File: src/rtl/lfsr_seeded.sv
// Seedable Fibonacci LFSR with load/run/hold control, zero-seed substitution,
// a step counter and detection of the sequence returning to the loaded seed.
module lfsr_seeded #(
  parameter int unsigned      WIDTH      = 4,
  parameter logic [WIDTH-1:0] TAPS       = 4'b1100,
  parameter logic [WIDTH-1:0] RESET_SEED = 4'b1111,
  parameter int unsigned      CW         = 8
) (
  input  logic             clk,
  input  logic             rst_n,
  input  logic             load,
  input  logic [WIDTH-1:0] seed,
  input  logic             enable,
  output logic [WIDTH-1:0] q,
  output logic             seed_err,
  output logic [CW-1:0]    step_cnt,
  output logic             period_done,
  output logic [CW-1:0]    period_len
);

  localparam logic [WIDTH-1:0] ZERO_SUB = WIDTH'(1);
  localparam logic [CW-1:0]    CNT_ONE  = CW'(1);

  logic [WIDTH-1:0] lfsr_q, lfsr_d;
  logic [WIDTH-1:0] seed_reg_q, seed_reg_d;
  logic [CW-1:0]    cnt_q, cnt_d;
  logic [CW-1:0]    len_q, len_d;
  logic             err_q, err_d;
  logic             done_q, done_d;

  logic             fb;
  logic [WIDTH-1:0] shifted;

  assign fb      = ^(lfsr_q & TAPS);
  assign shifted = {lfsr_q[WIDTH-2:0], fb};

  always_comb begin
    // NOTE: every next-state signal gets its default first, so no path can infer a latch.
    lfsr_d     = lfsr_q;
    seed_reg_d = seed_reg_q;
    cnt_d      = cnt_q;
    len_d      = len_q;
    err_d      = 1'b0;
    done_d     = 1'b0;

    if (load) begin
      if (seed != '0) begin
        lfsr_d     = seed;
        seed_reg_d = seed;
      end else begin
        // An all-zero seed would lock the register up; substitute 1 and flag it.
        lfsr_d     = ZERO_SUB;
        seed_reg_d = ZERO_SUB;
        err_d      = 1'b1;
      end
      cnt_d = '0;
    end else if (enable) begin
      lfsr_d = shifted;
      if (shifted == seed_reg_q) begin
        done_d = 1'b1;
        len_d  = cnt_q + CNT_ONE;
        cnt_d  = '0;
      end else begin
        cnt_d = cnt_q + CNT_ONE;
      end
    end
  end

  always_ff @(posedge clk or negedge rst_n) begin
    // NOTE: sequential state uses non-blocking assignments only; every register here is reset.
    if (!rst_n) begin
      lfsr_q     <= RESET_SEED;
      seed_reg_q <= RESET_SEED;
      cnt_q      <= '0;
      len_q      <= '0;
      err_q      <= 1'b0;
      done_q     <= 1'b0;
    end else begin
      lfsr_q     <= lfsr_d;
      seed_reg_q <= seed_reg_d;
      cnt_q      <= cnt_d;
      len_q      <= len_d;
      err_q      <= err_d;
      done_q     <= done_d;
    end
  end

  assign q           = lfsr_q;
  assign seed_err    = err_q;
  assign step_cnt    = cnt_q;
  assign period_done = done_q;
  assign period_len  = len_q;

endmodule
File: config.mk
export PLATFORM = sky130hd
export DESIGN_NAME = lfsr_seeded
export DESIGN_NICKNAME = d
export VERILOG_FILES = /design/src/rtl/lfsr_seeded.sv
export SDC_FILE = /design/constraint.sdc
export NUM_CORES = 1
export LEC_CHECK = 0
export ABC_AREA = 1
export CAP_MARGIN = 20
export CELL_PAD_IN_SITES_DETAIL_PLACEMENT = 1
export CELL_PAD_IN_SITES_GLOBAL_PLACEMENT = 2
export CORE_ASPECT_RATIO = 1.5
export CORE_MARGIN = 8
export CORE_UTILIZATION = 32
export CTS_CLUSTER_DIAMETER = 50
export CTS_CLUSTER_SIZE = 40
export DETAILED_ROUTE_END_ITERATION = 7
export DONT_BUFFER_PORTS = 1
export PLACE_DENSITY = 0.85
export REMOVE_ABC_BUFFERS = 1
export SETUP_SLACK_MARGIN = 0.02
export SYNTH_ARGS = -nofsm -noshare
export SYNTH_HDL_FRONTEND = slang
export SYNTH_SLANG_ARGS = --single-unit
File: constraint.sdc
create_clock -name clk -period 1.3 [get_ports clk]
set_input_delay 0.26 -clock clk [delete_from_list [all_inputs] [get_ports clk]]
set_output_delay 0.26 -clock clk [all_outputs]
set_load 0.02 [all_outputs]
=== Word level (Yosys, flattened, before mapping) ===
Cells that the tools add are included.

* Output and inout port bits: 22
* Input bits: 8
* Register bits: 26
* Word-level logic and storage cells: 24

* Muxes and demuxes: 11
* Reductions and logical operators: 4
* Add/subtract/negate cells: 1
* Eq/ne operators: 1
* Bitwise gates (word level): 1

{| class="wikitable"
|+ Operator list
! operator !! number
|-
| $mux 8 || 3
|-
| $mux 4 || 3
|-
| $add 8x1->8 const B || 1
|-
| $mux 1 || 5
|-
| $eq 4x4->1 || 1
|-
| $reduce_bool 4->1 || 1
|-
| $reduce_xor 4->1 || 1
|-
| $reduce_and 3->1 || 1
|-
| $reduce_bool 2->1 || 1
|-
| $not 1->1 || 1
|}

=== Logic depth before layout (Yosys ltp) ===
Gate-level depths: netlist of the first run.

* Word-level depth: 5
* Depth in mapped cells: 8
* Gate-level depth less buffers: 8

=== Worst setup path before layout of the first run ===
No wires, ideal clock.

* Kind: reg2reg
* Start point: reg lfsr_q[2] (netlist: q[2])
* End point: reg cnt_q[0] (netlist: step_cnt[0])
* Data arrival time: 1,232 ps
* Path slack: -50 ps
* Required time: 1,182 ps
* Setup time: 118 ps
* Period minus slack after synthesis: 1,350 ps
* Buffers on the path: 0
* Stages on the path, launching flop included: 8
* Path through: dfstp_2 inv_2 nand2_1 nand2_1 nor2_4 nand3_2 nand3_1 nand2_1

* Cells in the longest elaborated chain, start to end: 5

{| class="wikitable"
|+ Ends and longest elaborated chain
! item !! RTL line !! source
|-
| start, declared || 24 || <nowiki>logic [WIDTH-1:0] lfsr_q, lfsr_d;</nowiki>
|-
| start signal, assigned || 79 || <nowiki>lfsr_q <= lfsr_d;</nowiki>
|-
| $reduce_xor 4->1 || 34 || <nowiki>assign fb = ^(lfsr_q & TAPS);</nowiki>
|-
| $eq 4x4->1 (*) || 59 || <nowiki>if (shifted == seed_reg_q) begin</nowiki>
|-
| $mux 8 (*) || 59 ||
|-
| $mux 8 (*) || 57 || <nowiki>end else if (enable) begin</nowiki>
|-
| $mux 8 (*) || 46 || <nowiki>if (load) begin</nowiki>
|-
| end signal, assigned || 81 || <nowiki>cnt_q <= cnt_d;</nowiki>
|-
| end, declared || 26 || <nowiki>logic [CW-1:0] cnt_q, cnt_d;</nowiki>
|}

Every way passes the cells marked *; elsewhere a longest branch is shown, timed or not. The select of a mux whose other input is x is not followed.
A chain may end at the register's enable or synchronous reset.

=== Worst setup path after layout of the first run ===
* Start point: reg lfsr_q[2] (netlist: q[2])
* End point: reg len_q[3] (netlist: period_len[3])

* Cells in the longest elaborated chain, start to end: 3

{| class="wikitable"
|+ Ends and longest elaborated chain
! item !! RTL line !! source
|-
| $reduce_xor 4->1 || 34 ||
|-
| $eq 4x4->1 (*) || 59 ||
|-
| $reduce_and 3->1 (no line) (*) || - ||
|-
| end signal, assigned || 82 || <nowiki>len_q <= len_d;</nowiki>
|-
| end, declared || 27 || <nowiki>logic [CW-1:0] len_q, len_d;</nowiki>
|}

Every way passes the cells marked *; elsewhere a longest branch is shown, timed or not.

==> results.yml, run 1 <==
global_route:
  track_usage: 0.124
  overflow: 0
  grt_use_met2: 0.231
  busiest_layer: "met2"
  grt_pass1_vias: 1400
  grt_pass1_wl_mm: 6.82
  grt_start_max_net_pins: 27
  met3_usage: 0.0313
  use_met1: 0.130
  antenna_found_initial: 0
timing:
  finalCritPeriodShare: 1.09
  fin_skew_ns: 0.00214
  rsz0062_at_grt: "true"
  hold_violations: 0
  whs_ns: 0.0371
  slew_headroom: 0.768
  setup_ws_ns: -0.111
  tightest_slew_ns: 0.346
  max_freq_mhz: 709
  finalMaxSlewViolations: 0
  fin_crit_ns: 1.41
  setup_viol: 19
placed_design:
  dpl_cell_area_um2: 1580
  routabilityCongestion: 0.888
  dp.cells: 234
  post-place-ws_ns: -0.129
  port-buffer-count: 0
  place_hpwl_mm: 2.92
setup_path:
  cp_max_fo: 8
  path_class: "flop to flop"
  cp_slowest_cell: "dfstp_2"
  cp-end-kind: "flop"
  cpPeakStageDelay_ns: 0.60
  r2r.worst_path.cells: 9
  crit_arrival_ns: 1.63
  timing.critical_path.cells: "inv_4 -> nand2_4 -> nand2_4 -> nand2_2 -> nand2_2 -> nor2_4 -> buf_12 -> nand3_2 -> nand2_1"
  crit_path_start_kind: "flop"
  worst_ep_required_time_ns: 1.52
yosys:
  syn_area_um2: 1350
  synthDistinctLibCells: 24
  synth_cells: 165
  yosysWarnings: 0
  postSynthAreaPerCell_um2: 8.17
  postSynthRegisterBits: 26
  synth_seq_area_share: 0.490
outcome:
  violations: "setup timing"
  status: "finished with violations"
route:
  drcViolationCount: 0
  wl_per_cell_um: 16.6
  final_antenna_net_count: 0
  vias: 1253
  totalWireLength_mm: 4.07
  dr.pass1.iters: 4
  viasPerCell: 5.11
  drt_iter0_markers: 41
clock_network:
  h-tree-depth: 1
  cts_buffers: 3
  clock_path_buffers: 2
  clkLatencyLatePin_ns: 0.27
  clock-sinks: 26
  path_clk_slew_ns: 0.09
  ctsRootBufferMaster: "clkbuf_8"
  cts_tree: "done"
die:
  io_pins: 30
  start_util: 0.326
  fp.dieW_um: 69.0
  core_area_um2: 4140
  rows: 29
  dieArea_um2: 6590
  die_y_um: 95.5
cells_and_area:
  nNetsFinal: 209
  finalInstanceArea_um2: 1830
  antenna-diode-count: 0
  synthToLayoutAreaGrowth_pct: 36.0
  instances_no_fill: 245
  layout-drive-gt1-share: 0.377
min_path:
  hold_path.class: "input port to flop"
  whs_path_depth: 1
power_and_ir_drop:
  vdd_drop_max_mv: 0.634
  power.density_nw_per_um2: 1090
  leakagePower_nw: 0.923
  power.total_w: 0.00200
flow_run:
  maxCapViolations: 0
-- worst max-delay path: cells and delay by family, from the launching register on --
kind          cells  cell delay, ns
buf+inv           2            0.21
simple gates      7            0.53
flops             1            0.60
-- path summary, 6_finish.rpt --
check / start / end / slack, ns
worst max-delay path: q[2] / period_len[3] / -0.11
worst min-delay path: load / seed_reg_q[0] / 0.04
worst max register to register: q[2] / period_len[3] / -0.11
worst min register to register: seed_reg_q[1] / seed_reg_q[1] / 0.50
max in group asynchronous: rst_n / q[0] / 0.64
min in group asynchronous: rst_n / step_cnt[1] / 0.42
-- stage by stage --
stage,setup TNS [ns],utilization
finish,-1.72,0.443
detailed placement,-1.55,0.381
global route,-2.99,0.443
CTS,-1.45,0.433
floorplan,-0.685,-
global placement,-0.598,0.381
-- cell usage after synthesis --
cell type / instances / area [um^2]
xnor2_1: 2 / 17.5
inv_1: 11 / 41.3
nand4_4: 1 / 21.3
ha_1: 1 / 12.5
nand3_2: 2 / 20.0
nor2_1: 9 / 33.8
nand2_2: 3 / 18.8
o211ai_1: 1 / 7.51
buf_6: 1 / 11.3
inv_2: 3 / 11.3
nand2_4: 1 / 11.3
nand2_1: 66 / 248
nand3b_1: 1 / 7.51
o21ai_0: 6 / 30.0
o21bai_1: 1 / 7.51
buf_4: 1 / 7.51
dfrtp_1: 18 / 450
o221ai_1: 2 / 17.5
nor2_4: 2 / 22.5
xor2_1: 1 / 8.76
xnor2_2: 1 / 16.3
nor2_2: 1 / 6.26
dfstp_2: 8 / 210
nand3_1: 22 / 110
-- state kept, by name (all words and copies together) (netlist names) --
name	cells
seed_err	1
period_len	8
period_done	1
seed_reg_q	4
step_cnt	8
q	4
-- kinds of logic (layout without fill, tap and decap cells) --
family,Yosys count,in the layout,share of synthesized area
compound gates,10,10,0.0464
xor+xnor,4,4,0.0315
fa+ha+maj,1,1,0.00927
buf+inv,16,49,0.0529
flops,26,26,0.490
simple gates,108,109,0.370
-- cell usage in the layout, fill, tap and decap left out, types with 5 or more instances in the layout --
master and n:
nand2_2 8, dfstp_2 8, dfrtp_1 18, buf_6 8, nand2_1 59, nand3_2 10, nor2_1 9, buf_4 20
inv_1 10, o21ai_0 5, nand3_1 12
-- layer usage --
metal | vias to the layer above | routed length [um] | share of wire
li1 | 598 | - | -
met1 | 631 | 1590 | 0.39
met2 | 18 | 2240 | 0.55
met4 | 0 | 62 | 0.015
met3 | 6 | 180 | 0.044
met5 | - | 0 | 0
-- final cells by class --
cell class / count / area, um^2
clock buffer: 3 / 41.3
clock inverter: 1 / 3.75
fill: 506 / 2300
inverter: 14 / 55.1
multi-input combinational: 124 / 726
sequential: 26 / 661
tap: 46 / 57.6
timing repair buffer: 31 / 290
-- where the power goes --
group          internal [W]  total, W  leakage [nW]  switching, W
Clock              0.000212  0.000477        0.0231      0.000264
Combinational      0.000230  0.000540         0.567      0.000311
Sequential         0.000888  0.000979         0.332     0.0000903
-- repair_timing --
action                     CTS  global route
pin swaps                   13             6
resized for setup           25             8
buffers inserted             2             2
hold endpoints to repair    26             0
hold buffers                 2             0
setup endpoints to repair   20            22
cloned                       1             0
Power figures use the tool's default switching activity.
==> run 2, diff against run 1 <==
Settings changed: MAX_ROUTING_LAYER set to met4.
==> run 2 against run 1 <==
The run still ends with setup timing left; fmax decreased by 0.16%; design area unchanged; register-to-register slack about the same; sequential share of layout area unchanged; non-clock buffer count unchanged; die area unchanged; first-iteration DRC count decreased by 32%; critical path depth decreased by 2; sequential power about the same; critical endpoint unchanged; highest routed layer unchanged.
==> results.yml, run 2 (synthesis results as in run 1) <==
route:
  dr.pass1.iters: 4
  drt_iter0_markers: 28
  final_antenna_net_count: 0
  drcViolationCount: 0
  totalWireLength_mm: 4.05
  wl_per_cell_um: 16.5
  vias: 1253
  viasPerCell: 5.11
placed_design:
  dp.cells: 234
  place_hpwl_mm: 2.92
  port-buffer-count: 0
  routabilityCongestion: 0.903
  post-place-ws_ns: -0.129
cells_and_area:
  nNetsFinal: 209
  final_common_cell: "nand2_1"
  antenna-diode-count: 0
  utilization: 0.443
  layout_common_cells: "59 x nand2_1, 20 x buf_4, 18 x dfrtp_1"
  layout-drive-gt1-share: 0.377
  instances_no_fill: 245
  synthToLayoutAreaGrowth_pct: 36.0
setup_path:
  crit_arrival_ns: 1.58
  cp_slowest_cell: "dfstp_2"
  timing.critical_path.cells: "inv_4 -> nand2_2 -> nand2_2 -> nor2_4 -> nand4_2 -> nand2_1 -> nand2_1"
  path_class: "flop to flop"
  cp_max_fo: 5
  worst_ep_required_time_ns: 1.47
  cp-end-kind: "flop"
  crit_path_start_kind: "flop"
  cpPeakStageDelay_ns: 0.60
clock_network:
  clock-sinks: 26
  clkLatencyLatePin_ns: 0.27
  h-tree-depth: 1
  clock_path_buffers: 2
  path_clk_slew_ns: 0.09
  ctsRootBufferMaster: "clkbuf_8"
  cts_tree: "done"
  cts_buffers: 3
timing:
  finalMaxSlewViolations: 0
  fin_crit_ns: 1.41
  rsz0062_at_grt: "true"
  finalCritPeriodShare: 1.09
  tightest_slew_ns: 0.345
  max_freq_mhz: 708
  setup_ws_ns: -0.113
  fin_skew_ns: 0.00284
  setup_viol: 19
  hold_violations: 0
  slew_headroom: 0.769
global_route:
  track_usage: 0.128
  grt_start_max_net_pins: 27
  overflow: 0
  antenna_found_initial: 0
  grt_pass1_vias: 1404
  grt_pass1_wl_mm: 6.82
die:
  rows: 29
  core_area_um2: 4140
  dieArea_um2: 6590
  fp.dieW_um: 69.0
  start_util: 0.326
  die_y_um: 95.5
  io_pins: 30
power_and_ir_drop:
  vdd_drop_max_mv: 0.633
  leakagePower_nw: 0.923
  power.density_nw_per_um2: 1090
flow_run:
  maxCapViolations: 0
outcome:
  violations: "setup timing"
  status: "finished with violations"
min_path:
  hold_path.class: "input port to flop"
==> run 2: cell counts in the layout (fill, tap and decap cells not counted) <==
No cell type changed its count.
==> run 2: final cells by class <==
class / instances / area [um^2]
Fill cell: 506 / 2300
Multi-Input combinational cell: 124 / 726
Inverter: 14 / 55.1
Clock inverter: 1 / 3.75
Sequential cell: 26 / 661
Tap cell: 46 / 57.6
Clock buffer: 3 / 41.3
Timing Repair Buffer: 31 / 290
==> run 2: worst paths after layout <==
path	from	end	slack, ns	depth (start not counted)
max	q[2]	period_len[3]	-0.11	7
min	load	seed_reg_q[0]	0.04	1
max reg2reg	q[2]	period_len[3]	-0.11	7
min reg2reg	seed_reg_q[1]	seed_reg_q[1]	0.50	2
max in group asynchronous	rst_n	q[0]	0.64	2
min in group asynchronous	rst_n	step_cnt[1]	0.42	2
==> run 2: timing repair <==
action | in CTS | in global routing
setup buffers | 2 | 2
gates cloned | 1 | 0
hold buffers | 2 | 0
endpoints found under the hold margin | 26 | 0
gates resized for setup | 25 | 8
endpoints found under the setup margin | 20 | 22
pin swaps | 13 | 6
==> run 2: worst max-delay path: cells and delay by family, from the launching register on <==
family	cells	cell delay (ns)
AND/OR/NAND/NOR	6	0.63
flip-flops	1	0.60
buffers and inverters	1	0.07
==> run 2: routing by layer <==
metal | share of wire | track usage
met1 | 0.40 | 0.133
met2 | 0.55 | 0.231
met3 | 0.040 | 0.0271
met4 | 0.015 | 0.0515
met5 | 0 | -
==> run 2: where the power goes <==
part           leakage, nW  internal (W)  total [W]  switching (W)
combinational        0.567      0.000230   0.000540       0.000310
clock               0.0231      0.000212   0.000475       0.000263
sequential           0.332      0.000888   0.000979      0.0000903
total                0.923       0.00133    0.00199       0.000663
==> run 2: per-stage QoR <==
| stage | hold WS (ns) | TNS, ns | cell area (um^2) | total power (W) |
|---|---|---|---|---|
| floorplan | -0.0356 | -0.685 | 1330 | 0.00122 |
| CTS | 0.0343 | -1.45 | 1790 | 0.00198 |
| detailed placement | -0.0347 | -1.55 | 1580 | 0.00139 |
| global placement | -0.0348 | -0.598 | 1580 | 0.00137 |
| finish | 0.0374 | -1.75 | 1830 | 0.00199 |
| global route | 0.0411 | -2.99 | 1830 | 0.00209 |
==> run 3, diff against run 2 <==
Settings changed: CELL_PAD_IN_SITES_DETAIL_PLACEMENT 1 to 0, CELL_PAD_IN_SITES_GLOBAL_PLACEMENT 2 to 1, CORE_UTILIZATION 32 to 35, PLACE_DENSITY 0.85 to unset, PLACE_DENSITY_LB_ADDON set to 0.05.
==> run 3 against run 2 <==
The flow still finishes with violations (setup timing); non-clock buffer count down 1; worst hold slack improved by 0.011 ns; critical endpoint is now q[3]; sequential share of layout area is 1.5 points higher; final cell count shrank 2.0%; fmax up 2.4%; via count shrank 4.5%; register-to-register slack better by 0.03 ns.
==> results.yml, run 3 (synthesis results as in run 1) <==
route:
  vias: 1196
  wl_per_cell_um: 15.0
  viasPerCell: 4.98
  drt_iter0_markers: 35
  dr.pass1.iters: 4
  totalWireLength_mm: 3.59
  final_antenna_net_count: 0
  drcViolationCount: 0
clock_network:
  path_clk_slew_ns: 0.10
  clock-sinks: 26
  cts_tree: "done"
  cts_buffers: 3
  clock_path_buffers: 2
  ctsRootBufferMaster: "clkbuf_8"
  clkLatencyLatePin_ns: 0.27
  h-tree-depth: 1
global_route:
  overflow: 0
  grt_start_max_net_pins: 27
  grt_pass1_wl_mm: 5.95
  antenna_found_initial: 0
  track_usage: 0.128
  grt_pass1_vias: 1243
timing:
  finalMaxSlewViolations: 0
  rsz0062_at_grt: "true"
  tightest_slew_ns: 0.341
  fin_crit_ns: 1.38
  whs_ns: 0.0484
  fin_skew_ns: 0.00752
  finalCritPeriodShare: 1.06
  setup_viol: 17
  max_freq_mhz: 725
  finalSetupTns_ns: -0.992
  setup_ws_ns: -0.0801
  slew_headroom: 0.771
  hold_violations: 0
min_path:
  hold_path.class: "input port to flop"
cells_and_area:
  synthToLayoutAreaGrowth_pct: 30.5
  utilization: 0.478
  layout_common_cells: "65 x nand2_1, 23 x buf_4, 18 x dfrtp_1"
  nNetsFinal: 207
  final_common_cell: "nand2_1"
  antenna-diode-count: 0
  layout-drive-gt1-share: 0.325
setup_path:
  regToRegSetupSlack_ns: -0.08
  crit_arrival_ns: 1.12
  worst_ep_required_time_ns: 1.04
  path_class: "flop to output pin"
  cp-end-kind: "output pin"
  crit_family: "flip-flops"
  cp_slowest_cell: "dfstp_2"
  crit_top_cell: "buf_6"
  cp_max_fo: 3
  cpPeakStageDelay_ns: 0.56
  crit_path_start_kind: "flop"
  critPathBufInv: 3
  timing.critical_path.cells: "buf_4 -> buf_6 -> buf_6"
power_and_ir_drop:
  leakagePower_nw: 0.909
  vdd_drop_max_mv: 0.617
  power.density_nw_per_um2: 1190
die:
  fp.dieW_um: 66.7
  die_y_um: 92.0
  io_pins: 30
  dieArea_um2: 6140
  core_area_um2: 3680
  rows: 27
  start_util: 0.366
outcome:
  violations: "setup timing"
  status: "finished with violations"
placed_design:
  port-buffer-count: 0
  post-place-ws_ns: -0.131
  place_hpwl_mm: 2.90
  routabilityCongestion: 0.796
flow_run:
  maxCapViolations: 0
run 3: cell count changes in the layout (fill, tap and decap cells not counted), moves of 2 or more:
cell / change
nand3_1: +4
buf_4: +3
nand2_1: +6
nand3_2: -3
nand2_2: -4
nand2_4: -2
buf_6: -3
run 3: path summary, 6_finish.rpt:
kind / start / endpoint / cells after the start
setup / recovery: q[3] / q[3] / 3
hold / removal: load / seed_reg_q[0] / 1
setup reg to reg: q[2] / step_cnt[3] / 7
hold reg to reg: seed_reg_q[1] / seed_reg_q[1] / 2
max in group asynchronous: rst_n / q[2] / 2
min in group asynchronous: rst_n / period_len[7] / 2
run 3: layout make-up:
cell class                      instances  area, um^2
Clock buffer                            3        41.3
Sequential cell                        26         661
Clock inverter                          1        30.0
Inverter                               14        52.6
Fill cell                             377        1920
Tap cell                               43        53.8
Multi-Input combinational cell        123         663
Timing Repair Buffer                   30         259
run 3: timing repair:
item                       CTS  global route
pin swaps                    1             2
resized for setup           10             6
hold buffers                 2             0
setup buffers                0             2
hold endpoints to repair    26             0
setup endpoints to repair   19            23
run 3: per-stage QoR:
step | total power [W] | area, um^2 | cells
after floorplan | 0.00122 | 1330 | 163
after global placement | 0.00137 | 1580 | 232
after detailed placement | 0.00138 | 1580 | 232
after CTS | 0.00211 | 1730 | 238
after global routing | 0.00221 | 1760 | 240
final | 0.00210 | 1760 | 240
run 3: metal layers:
| layer | GRT usage | wire [um] |
|---|---|---|
| met1 | 0.123 | 1280 |
| met2 | 0.227 | 2050 |
| met3 | 0.0305 | 148 |
| met4 | 0.0644 | 119 |
| met5 | - | 0 |
run 3: where the power goes:
group          leakage [nW]  switching, W  internal [W]
clock                0.0357      0.000262      0.000412
combinational         0.541      0.000262      0.000193
sequential            0.332     0.0000830      0.000888
